## config.mk

```make
export PLATFORM = sky130hd
export DESIGN_NAME = morse_rx_decoder
export DESIGN_NICKNAME = d
export VERILOG_FILES = /design/src/rtl/morse_pkg.sv /design/src/rtl/morse_key_conditioner.sv /design/src/rtl/morse_rx_decoder.sv
export SDC_FILE = /design/constraint.sdc
export NUM_CORES = 1
export LEC_CHECK = 0
export CAP_MARGIN = 20
export CORE_MARGIN = 2
export CORE_UTILIZATION = 59
export CTS_CLUSTER_SIZE = 30
export DETAILED_ROUTE_END_ITERATION = 6
export GPL_ROUTABILITY_DRIVEN = 0
export GPL_TIMING_DRIVEN = 0
export HOLD_SLACK_MARGIN = 0.05
export PLACE_DENSITY = 0.79
export SYNTH_ARGS = -nofsm -noshare
export SYNTH_HDL_FRONTEND = slang
export SYNTH_SLANG_ARGS = --single-unit
```

## constraint.sdc

```tcl
create_clock -name clk -period 3 [get_ports clk]
set_input_delay 0.3 -clock clk [delete_from_list [all_inputs] [get_ports clk]]
set_output_delay 0.3 -clock clk [all_outputs]
set_load 0.02 [all_outputs]
```

## src/rtl/morse_pkg.sv

```systemverilog
// Shared Morse types, letter codes, timing thresholds and the A..H decode table.
// Debounce is enabled in morse_key_conditioner via MORSE_RX_DEBOUNCE_EN.
package morse_pkg;

  typedef enum logic [1:0] {
    ST_IDLE,
    ST_MARK,
    ST_SPACE
  } state_t;

  typedef enum logic [2:0] {
    LTR_A,
    LTR_B,
    LTR_C,
    LTR_D,
    LTR_E,
    LTR_F,
    LTR_G,
    LTR_H
  } letter_t;

  localparam int DOT_DASH_HALF   = 3;
  localparam int LETTER_GAP_HALF = 4;
  localparam int MAX_SYMBOLS     = 4;

  typedef struct packed {
    logic [2:0] len;
    logic [3:0] pat;
  } code_t;

  typedef struct packed {
    logic       hit;
    logic [2:0] letter;
  } decode_t;

  // Indexed by letter code; patterns are right-aligned, newest symbol in bit 0.
  localparam code_t CODE_TABLE [8] = '{
    '{len: 3'd2, pat: 4'b0001},
    '{len: 3'd4, pat: 4'b1000},
    '{len: 3'd4, pat: 4'b1010},
    '{len: 3'd3, pat: 4'b0100},
    '{len: 3'd1, pat: 4'b0000},
    '{len: 3'd4, pat: 4'b0010},
    '{len: 3'd3, pat: 4'b0110},
    '{len: 3'd4, pat: 4'b0000}
  };

  function automatic decode_t decode(
    input logic [2:0] len,
    input logic [3:0] pat
  );
    decode_t d;
    d = '0;
    for (int i = 0; i < 8; i++) begin
      if (!d.hit && len == CODE_TABLE[i].len
          && pat == CODE_TABLE[i].pat) begin
        d.hit    = 1'b1;
        d.letter = 3'(i);
      end
    end
    return d;
  endfunction

endpackage

```

## src/rtl/morse_key_conditioner.sv

```systemverilog
// Two-flop synchronizer for the keyed line plus optional debounce.
// Debounce is built only when MORSE_RX_DEBOUNCE_EN is defined.
module morse_key_conditioner #(
  parameter int unsigned DEBOUNCE_CYCLES = 500000
) (
  input  logic clk,
  input  logic reset_n,
  input  logic key_in,
  output logic key_f
);

  logic s1;
  logic key_s;

  always_ff @(posedge clk or negedge reset_n) begin
    if (!reset_n) begin
      s1    <= 1'b0;
      key_s <= 1'b0;
    end else begin
      s1    <= key_in;
      key_s <= s1;
    end
  end

`ifdef MORSE_RX_DEBOUNCE_EN
  localparam int CW = $clog2(DEBOUNCE_CYCLES + 1);

  logic [CW-1:0] cnt;

  // key_f follows key_s only after DEBOUNCE_CYCLES stable cycles
  always_ff @(posedge clk or negedge reset_n) begin
    if (!reset_n) begin
      cnt   <= '0;
      key_f <= 1'b0;
    end else if (key_s == key_f) begin
      cnt <= '0;
    end else if (cnt == CW'(DEBOUNCE_CYCLES - 1)) begin
      cnt   <= '0;
      key_f <= key_s;
    end else begin
      cnt <= cnt + CW'(1);
    end
  end
`else
  assign key_f = key_s;

  if (DEBOUNCE_CYCLES == 0) begin : g_no_debounce
  end
`endif

endmodule

```

## src/rtl/morse_rx_decoder.sv

```systemverilog
// Morse receiver: times marks/spaces in half units and decodes letters A..H.
// Define MORSE_RX_DEBOUNCE_EN to add input debounce.
module morse_rx_decoder #(
  parameter int unsigned UNIT_CYCLES     = 25000000,
  parameter int unsigned DEBOUNCE_CYCLES = 500000
) (
  input  logic       clk,
  input  logic       reset_n,
  input  logic       key_in,
  output logic [2:0] letter,
  output logic       letter_valid,
  output logic       letter_err,
  output logic [3:0] pattern,
  output logic [2:0] sym_count
);

  import morse_pkg::*;

  localparam int unsigned HALF = UNIT_CYCLES / 2;
  localparam int PW = $clog2(HALF);

  logic          key_f;
  logic          key_d;
  logic          rise;
  logic          fall;
  logic          edge_f;
  logic          half_tick;
  logic [PW-1:0] pre;
  logic [3:0]    half_units;
  state_t        state;
  state_t        nxt;
  logic          capture;
  logic          sym;
  logic          gap;
  logic          ovf;
  decode_t       dec;

  morse_key_conditioner #(
    .DEBOUNCE_CYCLES(DEBOUNCE_CYCLES)
  ) u_cond (
    .clk    (clk),
    .reset_n(reset_n),
    .key_in (key_in),
    .key_f  (key_f)
  );

  assign rise      = key_f & ~key_d;
  assign fall      = ~key_f & key_d;
  assign edge_f    = rise | fall;
  assign half_tick = (pre == PW'(HALF - 1));

  // The edge cycle itself counts as prescaler step 0.
  always_ff @(posedge clk or negedge reset_n) begin
    if (!reset_n) begin
      key_d      <= 1'b0;
      pre        <= '0;
      half_units <= '0;
    end else begin
      key_d <= key_f;
      if (edge_f) begin
        pre        <= PW'(1);
        half_units <= '0;
      end else if (half_tick) begin
        pre <= '0;
        if (half_units != 4'hf) begin
          half_units <= half_units + 4'd1;
        end
      end else begin
        pre <= pre + PW'(1);
      end
    end
  end

  always_ff @(posedge clk or negedge reset_n) begin
    if (!reset_n) begin
      state <= ST_IDLE;
    end else begin
      state <= nxt;
    end
  end

  always_comb begin
    nxt = state;
    unique case (state)
      ST_IDLE:  if (rise) nxt = ST_MARK;
      ST_MARK:  if (fall) nxt = ST_SPACE;
      ST_SPACE: begin
        if (gap) begin
          nxt = rise ? ST_MARK : ST_IDLE;
        end else if (rise) begin
          nxt = ST_MARK;
        end
      end
      default:  nxt = ST_IDLE;
    endcase
  end

  always_comb begin
    capture = (state == ST_MARK) && fall && (half_units != 4'd0);
    sym     = (half_units >= 4'(DOT_DASH_HALF));
    gap     = (state == ST_SPACE) && half_tick
              && (half_units == 4'(LETTER_GAP_HALF - 1));
  end

  assign dec = decode(sym_count, pattern);

  always_ff @(posedge clk or negedge reset_n) begin
    if (!reset_n) begin
      letter       <= '0;
      letter_valid <= 1'b0;
      letter_err   <= 1'b0;
      pattern      <= '0;
      sym_count    <= '0;
      ovf          <= 1'b0;
    end else if (gap) begin
      letter_valid <= dec.hit & ~ovf;
      letter_err   <= ~(dec.hit & ~ovf);
      if (dec.hit && !ovf) begin
        letter <= dec.letter;
      end
      pattern   <= '0;
      sym_count <= '0;
      ovf       <= 1'b0;
    end else begin
      letter_valid <= 1'b0;
      letter_err   <= 1'b0;
      if (capture) begin
        if (sym_count == 3'(MAX_SYMBOLS)) begin
          ovf <= 1'b1;
        end else begin
          pattern   <= {pattern[2:0], sym};
          sym_count <= sym_count + 3'd1;
        end
      end
    end
  end

endmodule

```

==> summary.txt, run 1 <==
Initial antenna violation count = 0
Syn nets = 268
Setup TNS = 0 ns
Worst-Margin Slew = 0.845 ns
Pin count of the biggest net entering global routing = 27
Fill count = 334
Arr. time, crit path = 2.66 ns
Clock latency on the worst-skew pair = 0.31 ns
Post-Place Cells = 320
Synth warn = 0
Unrepaired setup endpoints after global routing = false
Max IR drop VDD = 394 uV
Largest area contributor in the synthesized netlist = dfrtp_1
Synth cell types = 42
FF+latch count, synth = 46
Clk_skew = 0.00745 ns
Vias in the first global route = 1799
Startpoint types = flop
Crit. End Element = flop
Global-route wire length before repair = 8350 um
CTS root buffer = clkbuf_8
Initial Utilization = 61.9%
# H-tree levels = 2
Area delta synth->final = 12.8%
1st-pass router iterations = 4
CTS clock-pin slew for the worst setup and hold paths = 0.08 ns
Period utilisation layout = 83.7%
Total length of routed wires = 4890 um
Cell-internal power = 0.000855 W
Commonest non-fill, non-tap cell in the layout = dfrtp_1
Max Slew Vio Count = 0
Worst slew margin = 43.2%
Share of total power in combinational logic = 7.6%
Setup WS post-layout = 0.489 ns
Pwr per Cell Area = 406 nW/um2
Ports = 15
Top cell type's share of synthesized area = 46.2%
Final hold vios = 0
Cells after Synth = 255
DRC = 0
F_max = 0.398 GHz
Number of buffers added on ports = 14
WL/cell = 14.9 um
GRT overflow = 0
Flop pwr share = 57.6%
DIE WIDTH = 69.0 um
Most frequent cells in the layout = dfrtp_1 (46), nor2_1 (29), nand2_1 (20), inv_1 (16), clkdlybuf4s50_1 (13)
Finished Layout Cells = 329
Net Sw Frac = 25.1%
Fin nets = 291
Post-CTS sizing = 0
Worst Path Class, Setup = reg -> reg
# setup viols final = 0
Worst hold path type = reg -> reg
Die Ht = 69.0 um
ANT nets after route = 0
Total chip power = 0.00114 W
Worst hold margin = 0.354 ns
Max Cap Violations = 0
Core area = 4030 um2
Clk buf depth = 2
LEAKAGE = 1.16 nW
Switching power = 0.000287 W
Required time worst endpoint = 3.15 ns
Layout cell share with drive strength beyond 1 = 6.09%
Seq/Total Area, Yosys = 46.2%
Vias = 1920
Routed vias/inst = 5.84
Hpwl dp = 3560 um
Row count = 23
Clk pwr share = 34.8%
Min Tclk post-route = 2.51 ns
Die footprint = 4760 um2
Initial DRC Count = 136
CTS tree = built
CTS buffer count = 5
Diode count = 0
Top area cells in the synthesized netlist = dfrtp_1 (46%), ha_1 (5.0%), nor2_1 (4.4%), mux2i_1 (3.6%), nand2_1 (3.0%)
Total track usage = 24.0%
Status = complete, no violations
CTS Sinks = 46
Mapped Area = 2490 um2
Syn Area/Cell = 9.77 um2
Post-place setup slack = 0.493 ns
Max FO, Critical Path = 10
worst paths after layout:
check	endpoint	slack, ns	depth (start not counted)	startpoint
worst max-delay path	state[1]	0.49	6	pre[0]
worst min-delay path	u_cond.key_f	0.35	0	u_cond.s1
min in group asynchronous	pre[7]	0.48	2	reset_n
max in group asynchronous	pre[0]	2.02	3	reset_n
worst min register to register	u_cond.key_f	0.35	0	u_cond.s1
worst max register to register	state[1]	0.49	6	pre[0]
power by group through the flow:
stage	Combinational (W)	Sequential [W]	Clock (W)
floorplan	0.0000553	0.000665	0
global placement	0.0000812	0.000669	0
detailed placement	0.0000870	0.000670	0
CTS	0.0000881	0.000658	0.000404
global route	0.000101	0.000662	0.000432
finish	0.0000865	0.000658	0.000398
synth_stat cells:
library cell and number:
mux2_1 3, nand3b_1 1, and3_1 3, o21ai_0 8, or4_1 6, or3b_2 1, nand2b_1 4, a211oi_1 1
inv_1 16, and4_1 3, a21o_1 1, ha_1 10, o211a_1 1, a2111oi_4 1, clkbuf_1 6, nand2_1 20
a311oi_1 1, nand4_1 8, nand3_1 12, and2_1 3, a21oi_1 11, nor4_1 4, buf_2 2, or3_1 5
nor4bb_1 1, o41ai_1 1, buf_6 1, o31ai_1 3, xnor2_1 8, nor3_1 5, dfrtp_1 46, nor4b_1 3
xor2_1 7, mux2_2 1, and3b_1 2, a211o_1 2, o211ai_1 3, nand4b_2 1, a221oi_2 1, a32oi_1 1
nor2_1 29, mux2i_1 9
metal layers:
layer | part of all wire (%) | vias up | global-route usage, %
met2 | 48 | 33 | 38.9
met5 | 0 | - | 0
met1 | 47 | 931 | 31.2
met4 | 1.6 | 0 | 8.33
met3 | 3.2 | 7 | 6.17
li1 | - | 949 | -
cells by family (layout without fill, tap and decap cells):
group                    count (synthesis)  in the layout  synth area share [%]
AND/OR/NAND/NOR                        111            111                  23.8
XOR/XNOR                                15             15                  5.27
buffers and inverters                   25             49                  4.17
adder cells (fa/ha/maj)                 10             10                  5.02
multiplexers                            13             13                  5.42
flip-flops                              46             46                  46.2
AO/OA/AOI/OAI                           35             35                  10.1
critical path, cell delays in order (launching register included):
cell      delay [ns]
dfrtp_1         0.43
ha_1            0.16
buf_2           0.17
nand4_1         0.17
nand4b_2        0.42
nor3_1          0.79
o21ai_0         0.22
through the flow:
| stage | instance area (um2) | utilization [%] |
|---|---|---|
| floorplan | 2490 | - |
| global placement | 2700 | 66.9 |
| detailed placement | 2710 | 67.3 |
| CTS | 2810 | 69.8 |
| global route | 2810 | 69.8 |
| finish | 2810 | 69.8 |
state kept, by name, indices dropped and copies added (netlist names), 2 cells and up:
register	cells
sym_count	3
state	2
pattern	4
letter	3
half_units	4
pre	24
layout make-up:
| class | instances | area (um2) | share of cell area [%] |
|---|---|---|---|
| inverters | 16 | 60.1 | 2.14 |
| clock buffers | 7 | 86.3 | 3.07 |
| clock inverters | 1 | 5.00 | 0.178 |
| flip-flops and latches | 46 | 1150 | 40.9 |
| repair buffers | 16 | 165 | 5.87 |
| well taps | 50 | 62.6 | 2.23 |
| plain buffers | 9 | 43.8 | 1.56 |
| multi-input cells | 184 | 1240 | 44.0 |
timing repair:
action / 4_1_cts / 5_1_grt
setup buffers: 0 / 0
hold endpoints to repair: 20 / 0
hold buffers: 1 / 0
No activity file was read; power rests on OpenSTA's default activity.
==> inputs of run 2 (changes only) <==
==> constraint.sdc (replaced) <==
create_clock -name clk -period 2.6 [get_ports clk]
set_input_delay 0.26 -clock clk [delete_from_list [all_inputs] [get_ports clk]]
set_output_delay 0.26 -clock clk [all_outputs]
set_load 0.02 [all_outputs]
==> run 2 against run 1 <==
  * Clock-buffer cell count unchanged
  * Combinational power is 16% higher
  * Sequential share of layout area down 0.073 points
  * Sequential power up 15%
  * Sequential cell count unchanged
  * Highest routed layer unchanged
  * Worst setup slack worse by 0.26 ns
==> summary.txt, run 2 (synthesized netlist as in run 1, its figures left out) <==
Startpoint types = flop
Arr. time, crit path = 2.54 ns (-0.12 ns)
Hpwl dp = 3560 um (unchanged)
Worst hold path type = reg -> reg
Layout cell share with drive strength beyond 1 = 6.45% (+0.36 points)
Period utilisation layout = 91.2% (+7.5 points)
Row count = 23 (unchanged)
WL/cell = 15.0 um (+0.88%)
CTS tree = built
Total length of routed wires = 4940 um (+0.88%)
Total chip power = 0.00132 W (+16%)
CTS root buffer = clkbuf_8
Number of buffers added on ports = 14 (unchanged)
F_max = 0.422 GHz (+5.8%)
Setup TNS = 0 ns (unchanged)
Vias in the first global route = 1799 (unchanged)
Global-route wire length before repair = 8350 um (unchanged)
Most frequent cells in the layout = dfrtp_1 (46), nor2_1 (29), nand2_1 (20), inv_1 (16), clkdlybuf4s50_1 (13)
Post-CTS Setup Bufs = 0 (unchanged)
Biggest register = pre
GRT overflow = 0 (unchanged)
Pwr per Cell Area = 469 nW/um2 (+16%)
Clock latency on the worst-skew pair = 0.31 ns (about the same)
CTS buffer count = 5 (unchanged)
Max IR drop VDD = 452 uV (+15%)
# H-tree levels = 2 (unchanged)
Routed vias/inst = 5.82 (-0.31%)
Clk_skew = 0.00929 ns (+0.00184 ns)
Vias = 1914 (-0.31%)
Max Slew Vio Count = 0 (unchanged)
Core area = 4030 um2 (unchanged)
Final hold vios = 0 (unchanged)
ANT nets after route = 0 (unchanged)
Worst slew margin = 43.1% (-0.084 points)
Max Cap Violations = 0 (unchanged)
Required time worst endpoint = 2.77 ns (-0.38 ns)
Fin nets = 291 (unchanged)
Die footprint = 4760 um2 (unchanged)
# setup viols final = 0 (unchanged)
Worst hold margin = 0.355 ns (+0.000533 ns)
Unrepaired setup endpoints after global routing = false
Crit path cell chain = ha_1 -> buf_2 -> nand4_1 -> nand4b_2 -> o21ai_0 -> clkbuf_1 -> nor2_1
Diode count = 0 (unchanged)
Initial DRC Count = 138 (+1.5%)
Total track usage = 24.0% (unchanged)
Initial antenna violation count = 0 (unchanged)
Pin count of the biggest net entering global routing = 27 (unchanged)
Worst-Margin Slew = 0.853 ns (+0.00777 ns)
DIE WIDTH = 69.0 um (unchanged)
CTS Sinks = 46 (unchanged)
Slowest stage delay, CP = 0.45 ns (-0.34 ns)
Crit. End Element = flop
Initial Utilization = 61.9% (unchanged)
Largest register FFs = 24 (unchanged)
Area delta synth->final = 13.0%
Clk buf depth = 2 (unchanged)
DRC = 0 (unchanged)
Commonest non-fill, non-tap cell in the layout = dfrtp_1
Status = complete, no violations
Crit-path slowest cell = nand4b_2
Die Ht = 69.0 um (unchanged)
Min Tclk post-route = 2.37 ns (-0.139 ns)
Worst Path Class, Setup = reg -> reg
Top Registers = pre x24, half_units x4, pattern x4
1st-pass router iterations = 4 (unchanged)
Ports = 15 (unchanged)
CTS clock-pin slew for the worst setup and hold paths = 0.08 ns (about the same)
LEAKAGE = 1.16 nW (about the same)
Max FO, Critical Path = 10 (unchanged)
[run 2: path summary, 6_finish.rpt]
path	slack [ns]	from	cells past startpoint	endpoint
worst max register to register	0.23	pre[0]	7	pre[5]
worst max-delay path	0.23	pre[0]	7	pre[5]
worst min register to register	0.35	u_cond.s1	0	u_cond.key_f
min in group asynchronous	0.43	reset_n	2	pre[7]
worst min-delay path	0.35	u_cond.s1	0	u_cond.key_f
max in group asynchronous	1.66	reset_n	3	pre[0]
[run 2: per-stage QoR]
| step | util, % | setup WS [ns] | cells | area [um2] |
|---|---|---|---|---|
| floorplan | - | 0.340 | 255 | 2490 |
| global placement | 66.9 | 0.0327 | 319 | 2700 |
| detailed placement | 67.3 | 0.0928 | 320 | 2710 |
| CTS | 69.8 | 0.0817 | 329 | 2810 |
| global route | 69.9 | 0.0526 | 329 | 2820 |
| finish | 69.9 | 0.228 | 329 | 2820 |
[run 2: area by class of cell]
class | instances | area (um2)
fillers | 333 | 1210
multi-input cells | 184 | 1240
plain buffers | 9 | 43.8
clock inverters | 1 | 5.00
well taps | 50 | 62.6
clock buffers | 7 | 86.3
repair buffers | 16 | 165
flip-flops and latches | 46 | 1150
inverters | 16 | 60.1
[run 2: metal layers]
metal	global-route usage (%)	share of wire (%)
met2	38.9	48
met1	31.2	47
met4	8.33	1.6
met3	6.17	3.4
met5	0	0
[run 2: what timing repair did]
action	4_1_cts	5_1_grt
hold buffers	1	0
endpoints found under the hold margin	20	0
setup endpoints to repair	0	8
resized for setup	0	1
[run 2: power breakdown]
part | internal, W | switching (W)
sequential | 0.000735 | 0.0000247
clock | 0.000215 | 0.000247
combinational | 0.0000376 | 0.0000625
[run 2: worst max-delay path: cells and delay by family (launching register included)]
kind / cells / cell delay (ns)
and+or+nand+nor: 3 / 0.73
buffers and inverters: 2 / 0.61
DFF: 1 / 0.42
AOI/OAI and AO/OA: 1 / 0.31
adders and majority gates: 1 / 0.16
